==> src/rtl/fp32_pkg.sv <==
// Shared FP32 definitions for the sequential arithmetic blocks.
// Holds field widths, the subtractor FSM state encoding, result flag bit
// positions and small pack/unpack helpers.
package fp32_pkg;

  localparam int EXP_W = 8;
  localparam int MAN_W = 23;
  localparam logic [EXP_W-1:0] EXP_MAX = 8'd255;
  localparam int BIAS = 127;

  localparam int FLAG_OVF  = 2;
  localparam int FLAG_UNF  = 1;
  localparam int FLAG_ZERO = 0;

  typedef enum logic [2:0] {
    IDLE   = 3'd0,
    ALIGN  = 3'd1,
    ADDSUB = 3'd2,
    NORM   = 3'd3,
    DONE   = 3'd4
  } state_e;

  typedef struct packed {
    logic             sign;
    logic [EXP_W-1:0] exp;
    logic [MAN_W-1:0] man;
  } fp32_t;

  function automatic fp32_t fp32_unpack(input logic [31:0] x);
    fp32_t f;
    f.sign = x[31];
    f.exp  = x[30:23];
    f.man  = x[22:0];
    return f;
  endfunction

  function automatic logic [31:0] fp32_pack(input logic sign,
                                            input logic [EXP_W-1:0] exp,
                                            input logic [MAN_W-1:0] man);
    return {sign, exp, man};
  endfunction

  // 24-bit significand; exp=0 operands carry no hidden bit.
  function automatic logic [MAN_W:0] fp32_sig(input fp32_t f);
    return {|f.exp, f.man};
  endfunction

endpackage

==> src/rtl/fp32_norm_shifter.sv <==
// Single-step normalizer register stage.
// Ports:
//   clk, rst      clock, synchronous active-high reset
//   load          capture load_man/load_exp (raw 25-bit sum and its exponent)
//   load_man      25-bit magnitude, bit 24 is the carry position
//   load_exp      exponent belonging to load_man
//   step          advance one normalization step (left shift) when not finished
//   res_frac      23-bit fraction of the normalized result
//   res_exp       exponent of the normalized result
//   finish        current contents resolve to a final result this cycle
//   ovf / unf     final result overflows to Inf / underflows to zero
module fp32_norm_shifter
  import fp32_pkg::*;
(
  input  logic             clk,
  input  logic             rst,
  input  logic             load,
  input  logic [MAN_W+1:0] load_man,
  input  logic [EXP_W-1:0] load_exp,
  input  logic             step,
  output logic [MAN_W-1:0] res_frac,
  output logic [EXP_W-1:0] res_exp,
  output logic             finish,
  output logic             ovf,
  output logic             unf
);

  logic [MAN_W+1:0] man_q;
  logic [EXP_W-1:0] exp_q;
  logic             carry;
  logic             normal;
  logic             at_floor;

  assign carry    = man_q[MAN_W+1];
  assign normal   = man_q[MAN_W];
  // Another left shift would take the exponent below 1.
  assign at_floor = (exp_q <= 8'd1);

  assign finish   = carry || normal || at_floor;
  // Carry resolves in one step: the incremented exponent hitting 255 is overflow.
  assign ovf      = carry && (exp_q >= (EXP_MAX - 8'd1));
  assign unf      = !carry && !normal && at_floor;

  assign res_frac = carry ? man_q[MAN_W:1] : man_q[MAN_W-1:0];
  assign res_exp  = carry ? (exp_q + 8'd1) : exp_q;

  always_ff @(posedge clk) begin
    if (rst) begin
      man_q <= '0;
      exp_q <= '0;
    end else if (load) begin
      man_q <= load_man;
      exp_q <= load_exp;
    end else if (step) begin
      if (carry) begin
        man_q <= man_q >> 1;
        exp_q <= exp_q + 8'd1;
      end else if (!finish) begin
        man_q <= man_q << 1;
        exp_q <= exp_q - 8'd1;
      end
    end
  end

endmodule

==> src/rtl/fp32_seq_subtractor.sv <==
// Multi-cycle FP32 subtractor, d = a - b, one shift per clock.
// Ports:
//   clk, rst             clock, synchronous active-high reset
//   in_valid / in_ready  operand handshake (a, b sampled on accept only)
//   a, b                 minuend, subtrahend
//   out_valid / out_ready result handshake, d/flags held until accepted
//   d                    result
//   flags                {overflow, underflow, zero}
//
// state  | meaning
// IDLE   | ready for operands
// ALIGN  | shifting the smaller significand right, one bit per cycle
// ADDSUB | add or subtract aligned significands
// NORM   | one normalization step per cycle
// DONE   | result presented, waiting for out_ready
module fp32_seq_subtractor
  import fp32_pkg::*;
#(
  parameter int MAX_ALIGN = 25
) (
  input  logic        clk,
  input  logic        rst,
  input  logic        in_valid,
  output logic        in_ready,
  input  logic [31:0] a,
  input  logic [31:0] b,
  output logic        out_valid,
  input  logic        out_ready,
  output logic [31:0] d,
  output logic [2:0]  flags
);

  state_e state_q, state_d;

  logic [MAN_W:0]   large_man_q, small_man_q;
  logic [EXP_W-1:0] exp_q;
  logic [EXP_W-1:0] shift_cnt_q;
  logic             sign_l_q, sign_s_q;
  logic [31:0]      d_q;
  logic [2:0]       flags_q;

  fp32_t            op_a, op_b;
  logic             a_larger;
  logic             align_clear;
  logic [MAN_W+1:0] sum;
  logic             sum_zero;
  logic             ns_load, ns_step;
  logic [MAN_W-1:0] ns_frac;
  logic [EXP_W-1:0] ns_exp;
  logic             ns_finish, ns_ovf, ns_unf;

  assign op_a = fp32_unpack(a);
  assign op_b = fp32_unpack(b);

  // Equal operands go to B so the zero result takes B's effective sign path.
  assign a_larger = (op_a.exp > op_b.exp) ||
                    ((op_a.exp == op_b.exp) && (op_a.man > op_b.man));

  assign align_clear = (shift_cnt_q >= EXP_W'(MAX_ALIGN));

  // large >= small after alignment, so the difference never goes negative.
  assign sum = (sign_l_q == sign_s_q) ? ({1'b0, large_man_q} + {1'b0, small_man_q})
                                      : ({1'b0, large_man_q} - {1'b0, small_man_q});
  assign sum_zero = (sum == '0);

  fp32_norm_shifter u_norm (
    .clk      (clk),
    .rst      (rst),
    .load     (ns_load),
    .load_man (sum),
    .load_exp (exp_q),
    .step     (ns_step),
    .res_frac (ns_frac),
    .res_exp  (ns_exp),
    .finish   (ns_finish),
    .ovf      (ns_ovf),
    .unf      (ns_unf)
  );

  always_ff @(posedge clk) begin
    if (rst) state_q <= IDLE;
    else     state_q <= state_d;
  end

  always_comb begin
    state_d = state_q;
    case (state_q)
      IDLE:    if (in_valid)            state_d = ALIGN;
      ALIGN:   if (shift_cnt_q == '0)   state_d = ADDSUB;
      ADDSUB:  state_d = sum_zero ? DONE : NORM;
      NORM:    if (ns_finish)           state_d = DONE;
      DONE:    if (out_ready)           state_d = IDLE;
      default: state_d = IDLE;
    endcase
  end

  always_comb begin
    in_ready  = (state_q == IDLE);
    out_valid = (state_q == DONE);
    ns_load   = (state_q == ADDSUB);
    ns_step   = (state_q == NORM);
  end

  always_ff @(posedge clk) begin
    if (rst) begin
      large_man_q <= '0;
      small_man_q <= '0;
      exp_q       <= '0;
      shift_cnt_q <= '0;
      sign_l_q    <= 1'b0;
      sign_s_q    <= 1'b0;
      d_q         <= '0;
      flags_q     <= '0;
    end else begin
      case (state_q)
        IDLE: begin
          if (in_valid) begin
            if (a_larger) begin
              large_man_q <= fp32_sig(op_a);
              small_man_q <= fp32_sig(op_b);
              exp_q       <= op_a.exp;
              sign_l_q    <= op_a.sign;
              sign_s_q    <= ~op_b.sign;
              shift_cnt_q <= op_a.exp - op_b.exp;
            end else begin
              large_man_q <= fp32_sig(op_b);
              small_man_q <= fp32_sig(op_a);
              exp_q       <= op_b.exp;
              sign_l_q    <= ~op_b.sign;
              sign_s_q    <= op_a.sign;
              shift_cnt_q <= op_b.exp - op_a.exp;
            end
          end
        end
        ALIGN: begin
          if (align_clear) begin
            small_man_q <= '0;
            shift_cnt_q <= '0;
          end else if (shift_cnt_q != '0) begin
            small_man_q <= small_man_q >> 1;
            shift_cnt_q <= shift_cnt_q - 8'd1;
          end
        end
        ADDSUB: begin
          if (sum_zero) begin
            d_q                <= '0;
            flags_q            <= '0;
            flags_q[FLAG_ZERO] <= 1'b1;
          end
        end
        NORM: begin
          if (ns_finish) begin
            flags_q <= '0;
            if (ns_ovf) begin
              d_q               <= fp32_pack(sign_l_q, EXP_MAX, '0);
              flags_q[FLAG_OVF] <= 1'b1;
            end else if (ns_unf) begin
              d_q               <= '0;
              flags_q[FLAG_UNF] <= 1'b1;
            end else begin
              d_q <= fp32_pack(sign_l_q, ns_exp, ns_frac);
            end
          end
        end
        default: ;
      endcase
    end
  end

  assign d     = d_q;
  assign flags = flags_q;

endmodule

==> config.mk <==
export PLATFORM = sky130hd
export DESIGN_NAME = fp32_seq_subtractor
export DESIGN_NICKNAME = d
export VERILOG_FILES = /design/src/rtl/fp32_pkg.sv /design/src/rtl/fp32_norm_shifter.sv /design/src/rtl/fp32_seq_subtractor.sv
export SDC_FILE = /design/constraint.sdc
export NUM_CORES = 1
export LEC_CHECK = 0
export ABC_AREA = 0
export CELL_PAD_IN_SITES_DETAIL_PLACEMENT = 0
export CELL_PAD_IN_SITES_GLOBAL_PLACEMENT = 1
export CORE_ASPECT_RATIO = 0.75
export CORE_UTILIZATION = 30
export DETAILED_ROUTE_END_ITERATION = 7
export PLACE_DENSITY = 0.71
export SYNTH_ARGS = -nofsm -noshare
export SYNTH_HDL_FRONTEND = slang
export SYNTH_SLANG_ARGS = --single-unit
==> constraint.sdc <==
create_clock -name clk -period 10.4 [get_ports clk]
set_clock_uncertainty 0.15 [all_clocks]
set_input_delay 2.6 -clock clk [delete_from_list [all_inputs] [get_ports clk]]
set_output_delay 2.6 -clock clk [all_outputs]
set_load 0.01 [all_outputs]
Yosys cells after proc, flatten, opt, wreduce, memory -nomap -nowiden
Cells that the tools add are included.
- flip-flop bits (word level): 137
- logic and storage cells: 102
- bits of input ports: 68
- output and inout bits: 37
- bitwise logic cells: 1
- reduce and logical (&&, ||, !) cells: 22
- $lt $le $gt $ge: 5
- eq/ne operators: 13
- muxes and demuxes: 42
- add/subtract/negate cells: 7
- operator list (operator ; count):
    $mux 32 ; 4
    $mux 25 ; 5
    $mux 24 ; 5
    $mux 8 ; 10
    $pmux 32 s2 ; 1
    $pmux 24 s2 ; 1
    $add 24x24->25 ; 1
    $logic_not 25->1 ; 1
    $sub 24x24->25 ; 1
    $gt 23x23->1 ; 1
    $mux 23 ; 1
    $mux 3 ; 7
    $pmux 8 s2 ; 1
    $reduce_or 8->1 ; 2
    $sub 8x1->8 const B ; 2
    $sub 8x8->8 ; 2
    $pmux 3 s5 ; 1
    $add 8x1->8 const B ; 1
    $eq 8x8->1 ; 1
    $ge 8x5->1 const B ; 1
    $ge 8x8->1 const B ; 1
    $gt 8x8->1 ; 1
    $le 8x1->1 const B ; 1
    $logic_not 8->1 ; 1
    20 further kinds ; 37

Logic depth before layout (Yosys ltp)
Gate-level depths: netlist of run 1.
- depth in word-level cells: 7
- depth in mapped cells: 19
- mapped depth without buffers: 17

By module
A second synthesis of run 1 with hierarchy kept.
- cells, all modules: 1369
- area, all modules: 10656.5 µm²
- by module, submodules not included (module ; area each (µm²) ; seq. area each (µm²) ; cells each ; instances):
    fp32_seq_subtractor ; 8122.8 ; 2082.0 ; 1030 ; 1
    fp32_norm_shifter ; 2533.7 ; 660.6 ; 339 ; 1

Worst setup path after synthesis of run 1
OpenSTA, ideal clock, no wires.
- kind: input port to flip-flop
- start: in a[28]
- end: reg exp_q[7]
- cell stages on the path: 12
- data arrival time: 5.006 ns
- library setup time: 0.137 ns
- path slack: 5.106 ns
- path buffers: 4
- data required time: 10.113 ns
- cell sequence: inv_1 -> ha_1 -> clkbuf_1 -> nand4_1 -> a2111oi_0 -> o2111ai_1 -> nand3_1 -> buf_2 -> clkbuf_1 -> buf_2 -> mux2i_1 -> a211oi_1
- longest elaborated chain between the ends: 4
- elaborated cells between the ends (all ways): 5
- classes of those cells: order compare: 1; eq/ne: 1; mux: 1; reduce/logical: 2
- ends and longest elaborated chain (element ; line ; RTL):
    from (decl) ; fp32_seq_subtractor.sv:25 ; input logic [31:0] a,
    branches (longest 2 deep; another with $gt 8x8->1) ; - ;
    $logic_or 1x1->1 (*) ; fp32_seq_subtractor.sv:56 ; assign a_larger = (op_a.exp > op_b.exp) ||
    $mux 8 (*) ; fp32_seq_subtractor.sv:118 ; if (a_larger) begin
    to (signal assigned) ; fp32_seq_subtractor.sv:121 ; exp_q <= op_a.exp;
    to (signal assigned) ; fp32_seq_subtractor.sv:128 ; exp_q <= op_b.exp;
    to (decl) ; fp32_seq_subtractor.sv:36 ; logic [EXP_W-1:0] exp_q;
Mark *: on every way between the ends.
A chain may end at the register's enable or synchronous reset.

Final worst setup path of run 1
- start: in a[28]
- end: reg shift_cnt_q[2]
- longest elaborated chain between the ends: 6
- elaborated cells between the ends (all ways): 7
- classes of those cells: order compare: 1; eq/ne: 1; mux: 3; reduce/logical: 2
- ends and longest elaborated chain (element ; line ; RTL):
    branches (longest 2 deep; another with $gt 8x8->1) ; - ;
    $logic_or 1x1->1 (*) ; fp32_seq_subtractor.sv:56 ;
    $mux 8 (*) ; fp32_seq_subtractor.sv:118 ;
    $mux 8 (*) ; fp32_seq_subtractor.sv:117 ; if (in_valid) begin
    $pmux 8 s2 (*) ; fp32_seq_subtractor.sv:115 ; case (state_q)
    to (signal assigned) ; fp32_seq_subtractor.sv:124 ; shift_cnt_q <= op_a.exp - op_b.exp;
    to (signal assigned) ; fp32_seq_subtractor.sv:131 ; shift_cnt_q <= op_b.exp - op_a.exp;
    to (signal assigned) ; fp32_seq_subtractor.sv:141 ; shift_cnt_q <= shift_cnt_q - 8'd1;
    to (decl) ; fp32_seq_subtractor.sv:37 ; logic [EXP_W-1:0] shift_cnt_q;
Mark *: on every way between the ends. The select of a mux whose other input is x is not followed.

==> results of run 1 <==
## cells in the mapped netlist (5+ instances only)
cell and instances:
nor2_1 143, dfxtp_1 137, a21oi_1 120, nand2_1 116, ha_1 76, a211oi_1 71
clkbuf_1 69, inv_1 65, mux2i_1 55, o21ai_0 51, xnor2_1 34, nand3_1 28
xor2_1 26, a221oi_1 22, o2bb2ai_2 20, a31oi_1 17, nor3_1 17, nand4_1 15
a21o_1 10, a221oi_2 8, buf_2 8, nand2b_1 8, nor4_1 8, o31ai_1 8
buf_1 6, o31a_1 6, a22oi_1 5, o211ai_1 5, o21a_1 5, o22ai_1 5
## registers in the layout, indices dropped and copies added, names as in the netlist
signal,flops
sign_s_q,1
state_q,3
sign_l_q,1
u_norm.man_q,25
d,32
flags,3
large_man_q,24
shift_cnt_q,8
exp_q,8
small_man_q,24
u_norm.exp_q,8
## where the power goes
part	leakage, nW	total [mW]	switching [mW]	internal [mW]
Sequential	1.12	0.787	0.143	0.644
Clock	0.310	0.676	0.245	0.431
Combinational	3.11	2.03	1.28	0.751
## path summary, 6_finish.rpt
path / startpoint / end / cells past startpoint
hold / removal: d[28] / d[28] / 2
setup reg to reg: sign_l_q / d[26] / 14
setup / recovery: a[28] / shift_cnt_q[2] / 13
hold reg to reg: d[28] / d[28] / 2
## layer usage
| layer | GRT usage | part of all wire | wire [um] | up-vias |
|---|---|---|---|---|
| li1 | - | - | - | 4715 |
| met1 | 0.237 | 0.51 | 14400 | 4414 |
| met2 | 0.265 | 0.45 | 12800 | 148 |
| met3 | 0.0324 | 0.032 | 901 | 27 |
| met4 | 0.0445 | 0.014 | 414 | 0 |
| met5 | 0 | 0 | 0 | - |
## layout make-up
| class | instances | area [sq um] |
|---|---|---|
| inverter | 65 | 244 |
| tap | 442 | 553 |
| fill | 3417 | 20700 |
| clock inverter | 12 | 198 |
| sequential | 137 | 2740 |
| timing repair buffer | 116 | 1130 |
| clock buffer | 20 | 447 |
| multi-input combinational | 972 | 6810 |
## worst max-delay path: stages
cell             delay (ns)
clkdlybuf4s50_1        0.52
inv_1                  0.07
ha_1                   0.46
nand4_1                0.33
a2111oi_0              0.61
o2111ai_1              0.32
nand3_4                0.30
buf_4                  0.77
mux2i_1                0.30
xnor2_1                0.14
o22ai_1                0.09
a22oi_1                0.21
nor2_1                 0.05
## cells by family (layout without fill, tap and decap cells)
family / count (synthesis) / in the layout / share of synthesized area
AO/OA/AOI/OAI: 399 / 399 / 0.285
AND/OR/NAND/NOR: 378 / 378 / 0.176
buffers and inverters: 152 / 213 / 0.0604
flip-flops: 137 / 137 / 0.271
adder cells (fa/ha/maj): 79 / 79 / 0.100
XOR/XNOR: 60 / 60 / 0.0520
multiplexers: 56 / 56 / 0.0556
==> summary.md, run 1 <==
| Metric | Value |
|---|---|
| Status | `complete, no violations` |
| Total power | `3.50 mW` |
| Area grow syn2layout | `19.9%` |
| Synth top area share | `0.271` |
| Reg2reg setup slack | `4.99 ns` |
| Die Wd | `214 um` |
| Vias | `9304` |
| Sum Neg Setup Slack | `0 ns` |
| Number of post-CTS setup repair buffers | `0` |
| Crit end category | `flip-flop` |
| Via/cell ratio | `5.27` |
| Post-Syn Area | `0.0101 sq mm` |
| Pre-CTS WS | `3.34 ns` |
| Flops & latches, synth | `137` |
| Worst-path clk slew | `0.06 ns` |
| Clock tree from TritonCTS | `done` |
| Number of flops mapped to enable cells by yosys | `0` |
| IO Port Bufs | `104` |
| Clock Sinks | `137` |
| Clock root cell | `clkbuf_16` |
| Fin crit share | `0.638` |
| Critical Path Start Type | `input pin` |
| Post-route worst setup slack | `3.76 ns` |
| Sequential share of the synthesized area | `0.271` |
| Share of cells above drive strength 1 | `0.0764` |
| Residual DRC | `0` |
| Max Freq | `151 MHz` |
| Initial antenna violation count | `1` |
| Synth Warn # | `0` |
| Largest net degree at the start of global routing | `89` |
| Final ANT Viol Nets | `0` |
| Yosys cell types | `73` |
| Crit Path Class | `input pin to flip-flop` |
| Final net count | `1456` |
| Mapped Nets | `1408` |
| Setup repair after global routing missed its margin | `no` |
| Slew @ Worst Pin | `1.01 ns` |
| Initial DRC count | `714` |
| Clock period minus worst slack | `6.64 ns` |
| Total gr overflow | `0` |
| DP Cell Count | `1732` |
| First-pass GRT wire length | `47300 um` |
| Final setup vio count | `0` |
| I/O pin total | `105` |
| Async set-reset flop share out of synthesis | `0` |
| VDD IR max | `0.165 mV` |
| Average wire per standard cell | `16.2 um` |
| Leading register cell type out of synthesis | `dfxtp_1` |
| Die H | `161 um` |
| Core Region | `0.0328 sq mm` |
| Final hold violation count | `0` |
| Post-DP HPWL | `21500 um` |
| Non-Filler Instances | `1764` |
| Total iterations of the first detailed-routing run | `5` |
| Commonest non-fill, non-tap cell in the layout | `nor2_1` |
| H-Tree Depth | `4` |
| Crit-path max FO | `88` |
| Post_cts resized | `0` |
| Leak | `4.54 nW` |
| HP Class | `flip-flop to flip-flop` |
| Placed inst area | `0.0115 sq mm` |
| Critical path arrival | `6.80 ns` |
| Slew HR | `0.328` |
| GPL Wtd Cong | `0.799` |
| Syn_area_per_cell | `8.02 sq um` |
| Die ar. | `0.0344 sq mm` |
| Core Util, Final | `0.370` |
| P per Cell Area | `288 mW/mm^2` |
| Total GRT Usage | `0.169` |
| Antenna fix cells | `0` |
| Max Buffers Root-to-Sink | `2` |
| Final wirelength | `28600 um` |
| WHS | `0.308 ns` |
| Rows | `57` |
| Synth area leader | `dfxtp_1` |
| Top cells by area, synth | `dfxtp_1 27%, ha_1 9.4%, a21oi_1 5.9%` |
| Design Area, Final | `0.0121 sq mm` |
| Hold_buf cts | `0` |
| Cells after Synth | `1261` |
| TritonCTS buffer count | `17` |
| Most frequent cells in the layout | `142 x nor2_1, 136 x dfxtp_1, 119 x a21oi_1` |
| Slew Limit Fails | `0` |
| Req. time, crit path | `10.56 ns` |
| Initial Util | `0.308` |
| Vias in the first global route | `8833` |
| Max-Cap Viols | `0` |
| Clk Latency, worst-skew pair | `0.45 ns` |
(Power assumes the default switching activity.)
==> run 2: changes to the inputs <==
--- a/config.mk
+++ b/config.mk
@@ -11,7 +11,7 @@
 export CORE_ASPECT_RATIO = 0.75
 export CORE_UTILIZATION = 30
 export DETAILED_ROUTE_END_ITERATION = 7
-export PLACE_DENSITY = 0.71
+export PLACE_DENSITY = 0.73
 export SYNTH_ARGS = -nofsm -noshare
 export SYNTH_HDL_FRONTEND = slang
 export SYNTH_SLANG_ARGS = --single-unit
==> constraint.sdc (replaced) <==
create_clock -name clk -period 6.03 [get_ports clk]
set_clock_uncertainty 0.15 [all_clocks]
set_input_delay 1.5075 -clock clk [delete_from_list [all_inputs] [get_ports clk]]
set_output_delay 1.5075 -clock clk [all_outputs]
set_load 0.01 [all_outputs]
==> run 2 against run 1 <==
Net effect:
- critical endpoint unchanged
- highest routed layer unchanged
- combinational power is 72% higher
- non-clock buffer count is 4 higher
- sequential power grew 73%
- die area unchanged
- final cell count rose by 0.23%
- clock-buffer cell count increased by 3
- clock power grew 57%
- utilization decreased by 0.084 points
- sequential share of layout area increased by 0.051 points
==> summary.md, run 2 (synthesis results as in run 1) <==
| Metric | Value |
|---|---|
| Average wire per standard cell | `16.2 um (+0.14%)` |
| Worst Hold Depth | `2 (unchanged)` |
| Cells along the critical path | `clkdlybuf4s50_1 -> inv_1 -> ha_1 -> nand4_1 -> a2111oi_2 -> o2111ai_1 -> nand3_4 -> buf_4 -> mux2i_1 -> xnor2_1 -> o22ai_1 -> a22oi_1 -> nor2_1` |
| Share of cells above drive strength 1 | `0.0777 (+0.00128)` |
| Post-DP HPWL | `21800 um (+1.2%)` |
| Reg2reg end | `d[28]` |
| Area grow syn2layout | `19.6%` |
| Die ar. | `0.0344 sq mm (unchanged)` |
| Slew HR | `0.277 (-0.0505)` |
| Most frequent cells in the layout | `142 x nor2_1, 136 x dfxtp_1, 119 x a21oi_1` |
| Number of post-CTS setup repair buffers | `0 (unchanged)` |
| Largest net degree at the start of global routing | `68 (-24%)` |
| Die Wd | `214 um (unchanged)` |
| Clock period minus worst slack | `5.41 ns` |
| Slew @ Worst Pin | `1.08 ns (+0.0701 ns)` |
| CP max-delay cell | `a2111oi_2` |
| Final hold violation count | `0 (unchanged)` |
| Vias in the first global route | `8804 (-0.33%)` |
| R2r worst-path depth | `15 (+1)` |
| Vias | `9272 (-0.34%)` |
| Residual DRC | `0 (unchanged)` |
| Commonest non-fill, non-tap cell in the layout | `nor2_1` |
| R2r startpoint | `small_man_q[6]` |
| Initial DRC count | `645 (-9.7%)` |
| First-pass GRT wire length | `46900 um (-0.70%)` |
| CP top delay family | `compound AO/OA/AOI/OAI gates` |
| Crit end category | `flip-flop` |
| Via/cell ratio | `5.24 (-0.57%)` |
| GPL Wtd Cong | `0.830 (+3.9%)` |
| Clock Sinks | `137 (unchanged)` |
| Critical Path Start Type | `input pin` |
| Final setup vio count | `0 (unchanged)` |
| Post-route worst setup slack | `0.618 ns (-3.14 ns)` |
| Final net count | `1460 (+0.27%)` |
| Buf+Inv Stages, Crit Path | `3 (unchanged)` |
| Min-Delay Endpoint | `d[30]` |
| Crit Path Class | `input pin to flip-flop` |
| Crit-path max FO | `67 (-24%)` |
| Critical path arrival | `5.57 ns (-1.23 ns)` |
| Antenna fix cells | `0 (unchanged)` |
| Req. time, crit path | `6.19 ns (-4.37 ns)` |
| Initial Util | `0.308 (unchanged)` |
| I/O pin total | `105 (unchanged)` |
| Hold_sp | `d[30]` |
| Total iterations of the first detailed-routing run | `5 (unchanged)` |
| H-Tree Depth | `4 (unchanged)` |
| Setup repair after global routing missed its margin | `no` |
| Met3 usage | `0.0367 (+0.00433)` |
| Worst-path clk slew | `0.06 ns (about the same)` |
| Die H | `161 um (unchanged)` |
| Max Freq | `185 MHz` |
| Fin crit share | `0.898` |
| Final ANT Viol Nets | `0 (unchanged)` |
| GR met1 Demand/Resource | `0.240 (+0.00345)` |
| Reg2reg setup slack | `0.81 ns (-4.18 ns)` |
| Layer carrying the most global-route usage | `met2` |
| Leak | `4.53 nW (-0.13%)` |
| IO Port Bufs | `104 (unchanged)` |
| Clock root cell | `clkbuf_16` |
| Hold_buf cts | `0 (unchanged)` |
| HP Class | `flip-flop to flip-flop` |
| Slew Limit Fails | `0 (unchanged)` |
| Largest stage delay, worst path | `0.70 ns (-0.07 ns)` |
| Final wirelength | `28700 um (+0.36%)` |
| Non-Filler Instances | `1768 (+0.23%)` |
| Max-Cap Viols | `0 (unchanged)` |
| Core Region | `0.0328 sq mm (unchanged)` |
| GR Layer Usage met2 | `0.259 (-0.00605)` |
| Total GRT Usage | `0.168 (-0.000756)` |
| VDD IR max | `0.265 mV (+61%)` |
| Clock tree from TritonCTS | `done` |
| Max Buffers Root-to-Sink | `2 (unchanged)` |
| DP Cell Count | `1736 (+0.23%)` |
| Max reg flops | `32 (unchanged)` |
| P per Cell Area | `489 mW/mm^2 (+70%)` |
| Status | `complete, no violations` |
| Pre-CTS WS | `-0.165 ns (-3.50 ns)` |
| Rows | `57 (unchanged)` |
| Total gr overflow | `0 (unchanged)` |
| Initial antenna violation count | `0 (-1)` |
| Clk Latency, worst-skew pair | `0.44 ns (about the same)` |
| TritonCTS buffer count | `17 (unchanged)` |
==> run 2: cell count changes in the layout (fill, tap and decap cells not counted) <==
cell and change:
clkinvlp_4 -1, a2111oi_0 -1, clkinv_4 -2, bufinv_16 -2
clkbuf_1 +3, buf_4 +4, a2111oi_2 +1, clkinv_2 +2
==> run 2: power by group <==
part / internal (mW) / leakage, nW / switching [mW] / total [mW]
sequential: 1.11 / 1.12 / 0.252 / 1.36
combinational: 1.30 / 3.13 / 2.19 / 3.49
clock: 0.657 / 0.285 / 0.403 / 1.06
total: 3.07 / 4.53 / 2.85 / 5.92
==> run 2: layout make-up <==
cell class	instances	area (sq um)
Clock buffer	23	458
Clock inverter	9	123
Fill cell	3381	20700
Inverter	65	244
Multi-Input combinational cell	972	6820
Sequential cell	137	2740
Tap cell	442	553
Timing Repair Buffer	120	1160
==> run 2: worst max-delay path by stage <==
stage                    from        endpoint  slack [ns]  cells past startpoint
2_1_floorplan  small_man_q[6]           d[23]        1.61                     17
3_3_place_gp            a[28]  shift_cnt_q[2]       -0.33                     13
3_5_place_dp            a[24]  shift_cnt_q[2]       -0.17                     13
4_1_cts                 a[24]  shift_cnt_q[2]        0.29                     13
5_1_grt        small_man_q[6]           d[28]        0.25                     15
6_report                a[24]  shift_cnt_q[2]        0.62                     13
==> run 2: repair_timing <==
item / 4_1_cts / 5_1_grt
setup endpoints to repair: 0 / 37
gates resized for setup: 0 / 2
hold endpoints to repair: 0 / 0
==> run 2: metrics by stage <==
step | TNS, ns | instance area (sq um) | hold slack [ns] | power (mW) | utilization
floorplan | 0 | 10100 | 0.286 | 4.01 | -
detailed placement | -0.729 | 11500 | 0.300 | 4.86 | 0.351
global route | 0 | 12100 | 0.331 | 6.43 | 0.369
global placement | -4.06 | 11500 | 0.299 | 4.84 | 0.351
finish | 0 | 12100 | 0.311 | 5.92 | 0.369
CTS | 0 | 12100 | 0.311 | 5.95 | 0.368
==> run 2: layer usage <==
layer | routed length [um] | vias up
met5 | 0 | -
met4 | 230 | 0
met3 | 1110 | 18
met2 | 12600 | 135
met1 | 14700 | 4403
li1 | - | 4716
==> run 2: tightest hold or removal path, stage by stage, from the launching register on <==
cell      delay [ns]
dfxtp_1         0.31
inv_1           0.06
a221oi_2        0.05
